### src/rtl/meter_display.sv
// Parking-meter readout: saturating binary-to-BCD conversion, 4-digit 7-segment
// multiplexing, and the low-time / expired blink rules.
module meter_display #(
    parameter int WIDTH       = 14,
    parameter int REFRESH_DIV = 100000,
    parameter int LOW_THRESH  = 200
) (
    input  logic             clk,
    input  logic             reset,
    input  logic [WIDTH-1:0] bcount,
    input  logic             half_tick,
    output logic [3:0]       an,
    output logic [6:0]       seg,
    output logic             dp,
    output logic [15:0]      bcd
);

    localparam int CW = (REFRESH_DIV > 1) ? $clog2(REFRESH_DIV) : 1;
    localparam int IW = $clog2(WIDTH + 1);

    typedef enum logic [1:0] {IDLE, SHIFT, LOAD} conv_state_t;

    conv_state_t      state;
    logic [WIDTH-1:0] sreg;
    logic [15:0]      scratch;
    logic [15:0]      adj;
    logic [IW-1:0]    iter;
    logic [WIDTH-1:0] bsat;
    logic [31:0]      bext;

    logic [CW-1:0]    refresh_cnt;
    logic [1:0]       digit_idx;
    logic [1:0]       phase;
    logic [31:0]      disp_val;
    logic             disp_on;
    logic [3:0]       nib;

    assign dp = 1'b1;

    // Four BCD digits cap the displayable value at 9999.
    always_comb begin
        bext = 32'(bcount);
        bsat = bcount;
        if (bext > 32'd9999)
            bsat = WIDTH'(32'd9999);
    end

    always_comb begin
        adj = scratch;
        for (int i = 0; i < 4; i++) begin
            if (scratch[i*4 +: 4] >= 4'd5)
                adj[i*4 +: 4] = scratch[i*4 +: 4] + 4'd3;
        end
    end

    // Free-running converter; bcd is only written in LOAD so it never shows a partial result.
    always_ff @(posedge clk) begin
        if (reset) begin
            state   <= IDLE;
            sreg    <= '0;
            scratch <= '0;
            iter    <= '0;
            bcd     <= '0;
        end else begin
            case (state)
                IDLE: begin
                    sreg    <= bsat;
                    scratch <= '0;
                    iter    <= '0;
                    state   <= SHIFT;
                end
                SHIFT: begin
                    {scratch, sreg} <= {adj, sreg} << 1;
                    iter <= iter + 1'b1;
                    if (iter == IW'(WIDTH - 1))
                        state <= LOAD;
                end
                LOAD: begin
                    bcd   <= scratch;
                    state <= IDLE;
                end
                default: state <= IDLE;
            endcase
        end
    end

    always_ff @(posedge clk) begin
        if (reset) begin
            refresh_cnt <= '0;
            digit_idx   <= '0;
            phase       <= '0;
        end else begin
            if (refresh_cnt == CW'(REFRESH_DIV - 1)) begin
                refresh_cnt <= '0;
                digit_idx   <= digit_idx + 2'd1;
            end else begin
                refresh_cnt <= refresh_cnt + 1'b1;
            end
            if (half_tick)
                phase <= phase + 2'd1;
        end
    end

    // Blink mode follows the displayed value, not the raw input.
    always_comb begin
        disp_val = 32'(bcd[15:12]) * 32'd1000 + 32'(bcd[11:8]) * 32'd100
                 + 32'(bcd[7:4]) * 32'd10 + 32'(bcd[3:0]);
        if (disp_val == 32'd0)
            disp_on = ~phase[1];
        else if (disp_val < $unsigned(LOW_THRESH))
            disp_on = ~phase[0];
        else
            disp_on = 1'b1;
        nib = bcd[{digit_idx, 2'b00} +: 4];
    end

    function automatic logic [6:0] seg_decode(input logic [3:0] d);
        case (d)
            4'd0:    seg_decode = 7'b1000000;
            4'd1:    seg_decode = 7'b1111001;
            4'd2:    seg_decode = 7'b0100100;
            4'd3:    seg_decode = 7'b0110000;
            4'd4:    seg_decode = 7'b0011001;
            4'd5:    seg_decode = 7'b0010010;
            4'd6:    seg_decode = 7'b0000010;
            4'd7:    seg_decode = 7'b1111000;
            4'd8:    seg_decode = 7'b0000000;
            4'd9:    seg_decode = 7'b0010000;
            default: seg_decode = 7'b1111111;
        endcase
    endfunction

    always_ff @(posedge clk) begin
        if (reset) begin
            an  <= 4'b1111;
            seg <= 7'b1111111;
        end else if (disp_on) begin
            an  <= ~(4'b0001 << digit_idx);
            seg <= seg_decode(nib);
        end else begin
            an  <= 4'b1111;
            seg <= 7'b1111111;
        end
    end

endmodule

### config.mk
export PLATFORM = sky130hd
export DESIGN_NAME = meter_display
export DESIGN_NICKNAME = d
export VERILOG_FILES = /design/src/rtl/meter_display.sv
export SDC_FILE = /design/constraint.sdc
export NUM_CORES = 1
export LEC_CHECK = 0
export CELL_PAD_IN_SITES_DETAIL_PLACEMENT = 0
export CELL_PAD_IN_SITES_GLOBAL_PLACEMENT = 1
export CORE_ASPECT_RATIO = 0.75
export CORE_MARGIN = 1
export CORE_UTILIZATION = 40
export CTS_CLUSTER_DIAMETER = 80
export DETAILED_ROUTE_END_ITERATION = 8
export GPL_ROUTABILITY_DRIVEN = 1
export PLACE_DENSITY_LB_ADDON = 0.1
export SYNTH_ARGS = -nofsm -noshare
export SYNTH_HDL_FRONTEND = slang
export SYNTH_SLANG_ARGS = --single-unit
### constraint.sdc
create_clock -name clk -period 4.35 [get_ports clk]
set_input_delay 0.87 -clock clk [delete_from_list [all_inputs] [get_ports clk]]
set_output_delay 0.87 -clock clk [all_outputs]
set_load 0.02 [all_outputs]
==> flow_summary.ini <==
[run_status]
status = finished with violations
violations = setup timing

[die]
dieArea_um2 = 14300
die-height_um = 104
initial_core_util = 0.418
dieWidth_um = 138
core_area_um2 = 13200
ios = 45
rows = 36

[timing]
post-route-min-period_ps = 4470
relSlewSlack = 0.311
tightest_slew_ps = 1030
slew_viol_final = 0
fmax_mhz = 224
tns_ps = -794
rsz0062_at_grt = yes
setup_viol = 11
skew_ps = 14.4
period_share = 1.03
setup_slack_ps = -123
hold_viol = 0

[synth]
avgSynthCellArea_um2 = 8.54
synth_compound_area_frac = 0.147
ys_ff_latch = 84
synth_top_area_frac = 0.305
synth_ff_type = dfxtp_1
ys_types = 54
syn_inst = 646
syn-cell-area_um2 = 5510
synthXorXnorAreaFrac = 0.0572
synthSimpleGateAreaFrac = 0.180
synth_edf_count = 0
yosysSeqAreaShare = 0.305
synthAdderAreaFrac = 0.221
yosysTopAreaCell = dfxtp_1
synthMuxAreaShare = 0.0297
ys_async_sr_fraction = 0
yosys_warnings = 0
synth_fp_nets = 750
synth_top_family_by_area = adder cells
synth_area_leaders = dfxtp_1, ha_1, fa_1

[flow_run]
maxCapViolCount = 0

[cts]
cts_buffer_depth = 2
cts_buffers = 9
clock_latency_ps = 340
cts_tree = done
clk_pin_slew_ps = 70
ctsRootBufferMaster = clkbuf_16
htree_levels = 3
cts_num_sinks = 84

[detailed_routing]
wl_per_cell_um = 14.2
antenna_left = 0
drt-total-wl_um = 12600
drtPass1Iterations = 4
via_count = 4474
via_per_inst = 5.07
drc = 0
drtIter0Drc = 252

[layout]
drive_gt1_frac = 0.129
area_delta_synth_final_pct = 23.1
final_common_cell = dfxtp_1
layout_common_cells = dfxtp_1, nor2_1, nand2_1
diodes = 0
nNetsFinal = 811

[power]
power_density_nw_per_um2 = 246
peakVddDrop_uv = 207
leakage_uw = 0.00287

[grt]
use_met3 = 0.0455
grt_start_max_net_pins = 68
grt_pass1_wl_um = 20500
antenna_found_initial = 0
grt_busiest_layer = met1
grtUsageTotal = 0.183
met2_usage = 0.262
grt-ovfl-total = 0
gr-usage-met1 = 0.271
grt_pass1_vias = 4171

[min_path]
worstHoldPathType = reg -> reg

[setup_path]
critical_path_class = reg -> reg
crit_required_ps = 4620
worst_setup_path_start_kind = flop
cp_max_fo = 5
end_kind = flop
arrival_ps = 4750

[placed_design]
place.gp.congestion = 0.828
dp_hpwl_um = 9440
dp_slack_ps = -100
io_buffers = 43
## routing by layer
layer,vias to the layer above,share of wire
met1,2088,0.52
met2,64,0.43
met3,6,0.038
met4,0,0.0049
met5,-,0
li1,2316,-
## critical path, cell delays in order, from the launching register on
cell and delay [ps]:
dfxtp_4 350, fa_2 580, inv_2 40, fa_1 510, inv_2 50, ha_4 250, a21o_1 190, a21oi_2 170
xnor2_1 150, ha_1 280, ha_4 260, ha_4 270, buf_4 110, o2111ai_1 180, nor4b_1 220, nor4_1 280
nand4b_1 150, buf_4 170, clkbuf_16 150, nand2_2 50
## synthesized netlist by cell type, types with 4 or more instances
cell	n
fa_1	17
nor3_1	14
nor4_1	5
o21ai_0	26
ha_1	70
o21a_1	8
a21o_1	8
xnor2_1	20
mux4_2	4
nor2_1	71
inv_1	53
o22ai_1	6
nor2b_1	6
nand3b_1	8
a21oi_1	50
mux2i_1	4
and3_1	5
nand2b_1	8
xor2_1	16
a221oi_1	4
nand3_1	13
clkbuf_1	20
a22oi_1	11
dfxtp_1	84
nand2_1	66
## cells by family after synthesis
logic type / after synthesis
AO/OA/AOI/OAI: 132
XOR/XNOR: 36
adder cells (fa/ha/maj): 87
buffers and inverters: 81
flip-flops: 84
multiplexers: 11
other: 1
AND/OR/NAND/NOR: 214
## layout make-up
cell class / instances / area (um2)
fillers: 1240 / 6410
multi-input cells: 481 / 3680
flip-flops and latches: 84 / 1690
repair buffers: 78 / 706
clock buffers: 12 / 246
well taps: 171 / 214
inverters: 53 / 199
clock inverters: 4 / 50.0
## worst paths after layout
kind,end,cells past startpoint,slack (ps),startpoint
worst min-delay path,refresh_cnt[0],1,450,refresh_cnt[0]
worst min register to register,refresh_cnt[0],1,450,refresh_cnt[0]
worst max register to register,seg[0],19,-120,bcd[14]
worst max-delay path,seg[0],19,-120,bcd[14]
## power breakdown
group          internal [uW]  switching (uW)
sequential               787            12.5
combinational           51.5            53.7
clock                    460             305
total                   1300             371
## repair_timing
action                                  CTS  global route
gates cloned                              1             0
gates resized for setup                  23             6
endpoints found under the hold margin     0             0
pin swaps                                22             9
buffers inserted                          6             3
hold buffers                              0             0
endpoints found under the setup margin   11            11
## through the flow
stage	hold WS [ps]	total power, uW	util	cells	area (um2)
6_report	449	1670	0.514	883	6790
5_1_grt	481	1740	0.514	883	6790
4_1_cts	453	1700	0.513	881	6770
3_5_place_dp	444	920	0.476	858	6280
3_3_place_gp	432	918	0.476	858	6280
2_1_floorplan	417	878	-	646	5560
## registers in the layout, indices dropped and copies added (netlist names)
signal / cells
refresh_cnt: 17
sreg: 14
state: 2
iter: 4
an: 4
seg: 7
bcd: 16
scratch: 16
digit_idx: 2
phase: 2
Note: power is estimated with default switching activity, not from simulation.
